$ cat src/rtl/comparador_bcd_serial.sv
// Digit-serial packed-BCD magnitude comparator, MSD first.
// Stops at the first differing digit; flags non-BCD input digits.
module comparador_bcd_serial #(
   parameter int DIGITS = 4
) (
   input  logic                clk,
   input  logic                rst,
   input  logic                start,
   input  logic [4*DIGITS-1:0] A,
   input  logic [4*DIGITS-1:0] B,
   output logic                busy,
   output logic                done,
   output logic                menor,
   output logic                igual,
   output logic                mayor,
   output logic                invalido
);

   localparam int IW = (DIGITS > 1) ? $clog2(DIGITS) : 1;
   localparam logic [IW-1:0] TOP = IW'(DIGITS - 1);

   typedef enum logic {IDLE, COMPARA} state_t;

   state_t              st, n_st;
   logic [IW-1:0]       idx, n_idx;
   logic [4*DIGITS-1:0] ra, rb, n_ra, n_rb;
   logic                pend, n_pend;
   logic                n_busy, n_done;
   logic                n_menor, n_igual, n_mayor, n_inv;
   logic                bad;
   logic [3:0]          da, db;

   assign da = ra[{idx, 2'b00} +: 4];
   assign db = rb[{idx, 2'b00} +: 4];

   always_comb begin
      bad = 1'b0;
      for (int i = 0; i < DIGITS; i++) begin
         if (A[4*i +: 4] > 4'd9 || B[4*i +: 4] > 4'd9)
            bad = 1'b1;
      end
   end

   always_ff @(posedge clk or posedge rst) begin
      if (rst) begin
         st       <= IDLE;
         idx      <= TOP;
         ra       <= '0;
         rb       <= '0;
         pend     <= 1'b0;
         busy     <= 1'b0;
         done     <= 1'b0;
         menor    <= 1'b0;
         igual    <= 1'b0;
         mayor    <= 1'b0;
         invalido <= 1'b0;
      end else begin
         st       <= n_st;
         idx      <= n_idx;
         ra       <= n_ra;
         rb       <= n_rb;
         pend     <= n_pend;
         busy     <= n_busy;
         done     <= n_done;
         menor    <= n_menor;
         igual    <= n_igual;
         mayor    <= n_mayor;
         invalido <= n_inv;
      end
   end

   always_comb begin
      n_st    = st;
      n_idx   = idx;
      n_ra    = ra;
      n_rb    = rb;
      n_pend  = pend;
      n_busy  = busy;
      n_done  = 1'b0;
      n_menor = menor;
      n_igual = igual;
      n_mayor = mayor;
      n_inv   = invalido;
      unique case (st)
         IDLE: begin
            // Invalid request: one busy cycle in IDLE, then report.
            if (pend) begin
               n_pend = 1'b0;
               n_inv  = 1'b1;
               n_done = 1'b1;
               n_busy = 1'b0;
            end else if (start && !busy) begin
               n_ra    = A;
               n_rb    = B;
               n_idx   = TOP;
               n_menor = 1'b0;
               n_igual = 1'b0;
               n_mayor = 1'b0;
               n_inv   = 1'b0;
               n_busy  = 1'b1;
               if (bad)
                  n_pend = 1'b1;
               else
                  n_st = COMPARA;
            end
         end
         COMPARA: begin
            if (da != db || idx == '0) begin
               n_menor = (da < db);
               n_mayor = (da > db);
               n_igual = (da == db);
               n_done  = 1'b1;
               n_busy  = 1'b0;
               n_st    = IDLE;
            end else begin
               n_idx = idx - 1'b1;
            end
         end
         default: n_st = IDLE;
      endcase
   end

endmodule

$ cat config.mk
export PLATFORM = sky130hd
export DESIGN_NAME = comparador_bcd_serial
export DESIGN_NICKNAME = d
export VERILOG_FILES = /design/src/rtl/comparador_bcd_serial.sv
export SDC_FILE = /design/constraint.sdc
export NUM_CORES = 1
export LEC_CHECK = 0
export ABC_AREA = 1
export CAP_MARGIN = 0
export CELL_PAD_IN_SITES_DETAIL_PLACEMENT = 2
export CELL_PAD_IN_SITES_GLOBAL_PLACEMENT = 2
export CORE_ASPECT_RATIO = 1.1
export CORE_UTILIZATION = 29
export DETAILED_ROUTE_END_ITERATION = 10
export GPL_TIMING_DRIVEN = 0
export PLACE_DENSITY_LB_ADDON = 0.1
export SLEW_MARGIN = 20
export SYNTH_ARGS = -nofsm -noshare
export SYNTH_HDL_FRONTEND = slang
export SYNTH_SLANG_ARGS = --single-unit
$ cat constraint.sdc
create_clock -name clk -period 2.1 [get_ports clk]
set_clock_uncertainty 0.05 [all_clocks]
set_input_delay 0.63 -clock clk [delete_from_list [all_inputs] [get_ports clk]]
set_output_delay 0.63 -clock clk [all_outputs]
set_load 0.05 [all_outputs]
==> results_dict.tcl, run 1 <==
set metrics [dict create \
    status "complete, but fails checks" \
    violations "negative setup slack" \
    overflow 0 \
    period_share 1.034 \
    ant_nets 0 \
    final_cell_mix "nand2_1, dfrtp_1, clkdlybuf4s50_1" \
    diodes 0 \
    clockBufferDepth 2 \
    critPathTopFamily "flip-flops" \
    crit_slowest_cell "dfstp_2" \
    setup_ws_ns -0.07107 \
    power_per_cell_area_mw_per_mm2 1471 \
    ir_worst_vdd_v 0.0004546 \
    nFillCells 778 \
    maxCapViolations 0 \
    crit_fanout 6 \
    finalSetupViolations 6 \
    area_growth_pct 40.90 \
    grt_pass1_vias 2056 \
    startpoint_type "register" \
    relSlewSlack 0.6457 \
    synth_top_area_cell "dfrtp_1" \
    grtUsageTotal 0.1747 \
    drt_wl_total_mm 6.367 \
    die_h_um 91.03 \
    p_sw_mw 1.831 \
    synthTopCellsByArea "dfrtp_1, nand2_1, o21ai_0, buf_6, ha_1" \
    yosysWarnings 0 \
    clk_pin_slew_ns 0.07 \
    worst_slew_pin_slew_ns 0.5307 \
    via_per_inst 4.735 \
    cts_hold_repair.buffers 0 \
    fin_setup_tns_ns -0.3055 \
    synth_cell_types 20 \
    regArea_mm2 0.001054 \
    comb_power_share 0.547 \
    first_iter_violations 51 \
    layout-drive-gt1-share 0.1920 \
    worstHoldPathType "register to register" \
    clk_latency_ns 0.30 \
    drc 0 \
    endpoint_kind "register" \
    fmax_mhz 460.6 \
    post-dp-hpwl_mm 4.596 \
    syn_area_mm2 0.002090 \
    synth_seq_cells 42 \
    numCtsBuffers 5 \
    grt_pass1_wl_mm 10.33 \
    syn_inst 264 \
    mostFrequentLayoutCell "nand2_1" \
    h-tree-depth 2 \
    port_buffers 40 \
    yosys.area.top_type_share 0.4790 \
    via_count 1932 \
    criticalPathCategory "register to register" \
    final_nets 363 \
    start_util 0.2982 \
    p_leak_nw 1.474 \
    cts_tree "done" \
    wl_per_cell_um 15.61 \
    period_minus_slack_ns 2.171 \
    path_buf_inv 2 \
    seq_power_share 0.330 \
    core_area_mm2 0.007007 \
    dpl.cell_count 390 \
    finalPower_mw 4.330 \
    root_buffer "clkbuf_8" \
    dr.pass1.iters 4 \
    rows 32 \
    p_sw_frac 0.4228 \
    hold_violations 0 \
    path_cells "clkinvlp_4, buf_6, nand2_1, a32o_2, ha_4, a21oi_1, o21ai_1, nor2_1, nand2_1, nand2_1" \
    p_int_mw 2.499 \
    critPathMaxStageDelay_ns 0.63 \
    finalCoreUtilization 0.4202 \
    slew_violations 0 \
    clkPwrFrac 0.124 \
    yosysSeqAreaShare 0.5042 \
    syn_area_per_cell_um2 7.915 \
    multiInputGateArea_um2 987.2 \
    grt_max_degree 23 \
    die_x_um 82.94 \
    gp_congestion 0.7051 \
    worstPathRequired_ns 2.29 \
    crit_top_cell "nand2_1" \
    worstPathArrival_ns 2.36 \
    synth_nets 304 \
    grt_antenna_before_repair 0 \
    die_area_mm2 0.007549 \
    ioPinCount 41 \
    clock-sinks 42 \
    finalNonFillerCells 408 \
    grt_setup_unrepaired "true" \
]
-- layer usage --
| metal | part of all wire | GRT usage | vias to the layer above |
|---|---|---|---|
| li1 | - | - | 946 |
| met1 | 0.46 | 0.2254 | 949 |
| met2 | 0.50 | 0.3019 | 31 |
| met3 | 0.027 | 0.03091 | 6 |
| met4 | 0.0096 | 0.04310 | 0 |
| met5 | 0 | 0 | - |
-- cell usage after synthesis, drive strengths merged --
cell type,count
nand2,136
dfrtp,40
o21ai,20
nor2,16
buf,12
inv,12
a21oi,6
ha,5
nand3,5
o22ai,5
a32o,3
dfstp,2
nand4,1
o21bai,1
-- final timing paths --
path / startpoint / to / slack (ns) / cells after the start
max: idx[0]$_DFFE_PP1P_ / menor$_DFFE_PP0P_ / -0.07 / 10
min: menor$_DFFE_PP0P_ / menor$_DFFE_PP0P_ / 0.42 / 2
max reg2reg: idx[0]$_DFFE_PP1P_ / menor$_DFFE_PP0P_ / -0.07 / 10
min reg2reg: menor$_DFFE_PP0P_ / menor$_DFFE_PP0P_ / 0.42 / 2
max in group asynchronous: rst / idx[0]$_DFFE_PP1P_ / 0.79 / 3
min in group asynchronous: rst / invalido$_DFFE_PP0P_ / 0.64 / 2
-- layout make-up --
class | instances | share of cell area
tap | 85 | 0.03612
multi-input combinational | 198 | 0.3353
sequential | 42 | 0.3578
timing repair inverter | 1 | 0.002550
buffer | 11 | 0.04080
timing repair buffer | 52 | 0.1815
clock buffer | 7 | 0.02932
inverter | 12 | 0.01657
-- power by group through the flow --
stage	clock, mW	sequential (mW)	combinational, mW
2_1_floorplan	0	1.43	1.17
3_3_place_gp	0	1.40	1.73
3_5_place_dp	0	1.41	1.80
4_1_cts	0.553	1.41	2.10
5_1_grt	0.582	1.47	2.63
6_report	0.536	1.43	2.37
-- registers in the layout, indices dropped and copies added (netlist names) --
| name | flops |
|---|---|
| busy | 1 |
| done | 1 |
| idx | 2 |
| igual | 1 |
| invalido | 1 |
| mayor | 1 |
| menor | 1 |
| pend | 1 |
| ra | 16 |
| rb | 16 |
| st | 1 |
-- cell families after synthesis --
| logic type | share of synthesized area |
|---|---|
| buffers and inverters | 0.07545 |
| AOI/OAI and AO/OA | 0.09521 |
| DFF | 0.5042 |
| adders and majority gates | 0.02994 |
| and+or+nand+nor | 0.2952 |
-- tightest hold or removal path: stages (launching register included) --
cell	delay [ns]
dfrtp_1	0.34
nand2_1	0.05
nand2_1	0.05
-- what timing repair did --
item | CTS | global route
pin swaps | 6 | 14
gates cloned | 2 | 0
resized for setup | 25 | 25
endpoints found under the setup margin | 13 | 9
hold endpoints to repair | 0 | 0
setup buffers | 9 | 2
-- stage by stage --
stage	setup slack, ns	hold WS (ns)	instance area (µm²)
CTS	-0.05056	0.4371	2833
global placement	-0.5742	0.4036	2596
finish	-0.07107	0.4200	2944
floorplan	0.1689	0.3936	2090
global route	-0.1889	0.4576	2944
detailed placement	-0.1788	0.4192	2624
Note: power is estimated with default switching activity, not from simulation.
==> run 2, diff against run 1 <==
--- a/config.mk
+++ b/config.mk
@@ -13,7 +13,7 @@
 export CORE_UTILIZATION = 29
 export DETAILED_ROUTE_END_ITERATION = 10
 export GPL_TIMING_DRIVEN = 0
-export PLACE_DENSITY_LB_ADDON = 0.1
+export PLACE_DENSITY = 0.87
 export SLEW_MARGIN = 20
 export SYNTH_ARGS = -nofsm -noshare
 export SYNTH_HDL_FRONTEND = slang
==> run 2 against run 1 <==
Effect of this change: the run still ends with negative setup slack left; largest power group unchanged; design area increased by 1.7%; global-route usage increased by 4.8 points; highest routed layer unchanged; setup slack got worse by 0.077 ns; wire length increased by 24%; sequential power increased by 3%; total power increased by 8.3%; critical path depth increased by 1; worst hold slack improved by 0.030 ns; clock power decreased by 3%.
==> results_dict.tcl, run 2 (synthesis results as in run 1) <==
set metrics [dict create \
    criticalPathCategory "register to register" \
    die_area_mm2 0.007549 \
    ir_worst_vdd_v 0.0007553 \
    worstPathArrival_ns 2.44 \
    die_x_um 82.94 \
    power_per_cell_area_mw_per_mm2 1566 \
    numCtsBuffers 5 \
    h-tree-depth 2 \
    finalPower_mw 4.690 \
    crit_fanout 5 \
    gp_congestion 0.7817 \
    finalSetupViolations 8 \
    routed.top_layer "met4" \
    placed_area_mm2 0.002616 \
    grtUsageTotal 0.2232 \
    wl_met3_um 168 \
    period_share 1.071 \
    p_leak_nw 1.493 \
    startpoint_type "register" \
    crit_slowest_cell "dfstp_2" \
    worst_slew_pin_slew_ns 0.4859 \
    endpoint_kind "register" \
    wirelength_met1_mm 3.181 \
    worstHoldPathCells 2 \
    dr.pass1.iters 4 \
    setup_ws_ns -0.1485 \
    root_buffer "clkbuf_8" \
    maxCapViolations 0 \
    wl_met2_mm 4.325 \
    diodes 0 \
    grt_antenna_before_repair 0 \
    relSlewSlack 0.6774 \
    grt_max_degree 32 \
    overflow 0 \
    fin_area_mm2 0.002995 \
    mostFrequentLayoutCell "nand2_1" \
    drt_wl_total_mm 7.887 \
    drc 0 \
    grt_pass1_wl_mm 12.92 \
    violations "negative setup slack" \
    wl_per_cell_um 19.24 \
    largest_registers "ra: 16 flops, rb: 16 flops, idx: 2 flops" \
    clk_latency_ns 0.30 \
    clockBufferDepth 2 \
    period_minus_slack_ns 2.248 \
    first_iter_violations 83 \
    slew_violations 0 \
    via_count 2053 \
    start_util 0.2982 \
    cts_tree "done" \
    via_per_inst 5.007 \
    clk_pin_slew_ns 0.08 \
    dpl_worst_slack_ns -0.2542 \
    clock-sinks 42 \
    area_growth_pct 43.35 \
    die_h_um 91.03 \
    whs_ns 0.4497 \
    hold_violations 0 \
    ant_nets 0 \
    layout-drive-gt1-share 0.2185 \
    worstPathRequired_ns 2.29 \
    cts_hold_repair.buffers 0 \
    ioPinCount 41 \
    port_buffers 40 \
    grt_setup_unrepaired "true" \
    final_cell_mix "nand2_1, dfrtp_1, clkdlybuf4s50_1" \
    final_nets 364 \
    worstHoldPathType "register to register" \
    worst-r2r-cell-count 11 \
    post-dp-hpwl_mm 4.815 \
    critPathMaxStageDelay_ns 0.61 \
    fmax_mhz 444.7 \
    path_cells "buf_4, o21ai_0, nor2_1, a21oi_2, ha_1, nand4_1, nor2_1, nand2_2, nand2_2, nand2_1, nand2_1" \
    finalCoreUtilization 0.4275 \
    rows 32 \
    grt_pass1_vias 2377 \
    core_area_mm2 0.007007 \
    status "complete, but fails checks" \
]
==> run 2: cell types whose count changed in the layout (fill, tap and decap cells not counted), sizes merged <==
cell / previous run / this run
buf: 23 / 25
dlymetal6s2s: 1 / 0
inv: 11 / 12
dlygate4sd2: 5 / 6
clkinv: 0 / 2
clkinvlp: 2 / 0
clkbuf: 7 / 6
==> run 2: stage by stage <==
step / std cells / setup TNS, ns
after floorplan: 264 / 0
after global placement: 389 / -21.05
after detailed placement: 390 / -1.674
after CTS: 409 / -0.07948
after global routing: 410 / -1.373
final: 410 / -0.7297
==> run 2: area by class of cell <==
type                       count  area (µm²)
inverter                      12       47.55
timing repair buffer          53       538.0
fill                         786        4011
sequential                    42        1054
clock inverter                 2       10.01
buffer                        12       142.6
multi-input combinational    198        1025
tap                           85       106.4
clock buffer                   6       72.57
==> run 2: what timing repair did <==
action                     in CTS  in global routing
gates cloned                    2                  0
buffers inserted                9                  1
pin swaps                      17                  8
setup endpoints to repair      14                  8
resized for setup              47                 17
==> run 2: routing by layer <==
metal,vias up,global-route usage
li1,952,-
met4,0,0.1020
met2,52,0.4112
met3,17,0.03273
met5,-,0
met1,1032,0.2520
==> run 2: path summary, 6_finish.rpt <==
check                                        to                  from  slack, ns
max                          idx[1]$_DFFE_PP1P_    idx[0]$_DFFE_PP1P_      -0.15
min                        invalido$_DFFE_PP0P_  invalido$_DFFE_PP0P_       0.45
min in group asynchronous        done$_DFF_PP0_                   rst       0.54
max reg2reg                  idx[1]$_DFFE_PP1P_    idx[0]$_DFFE_PP1P_      -0.15
min reg2reg                invalido$_DFFE_PP0P_  invalido$_DFFE_PP0P_       0.45
max in group asynchronous    idx[1]$_DFFE_PP1P_                   rst       0.93
==> run 2: critical path, delay by kind of cell, from the launching register on <==
| kind | cells | cell delay (ns) |
|---|---|---|
| DFF | 1 | 0.61 |
| AOI/OAI and AO/OA | 2 | 0.22 |
| buffers and inverters | 1 | 0.18 |
| and+or+nand+nor | 7 | 0.84 |
| adders and majority gates | 1 | 0.29 |
==> run 2: where the power goes <==
group / leakage [nW] / internal, mW / switching, mW / total, mW
logic: 0.925 / 1.16 / 1.54 / 2.70
registers: 0.523 / 1.17 / 0.298 / 1.47
clock network: 0.0450 / 0.231 / 0.289 / 0.520
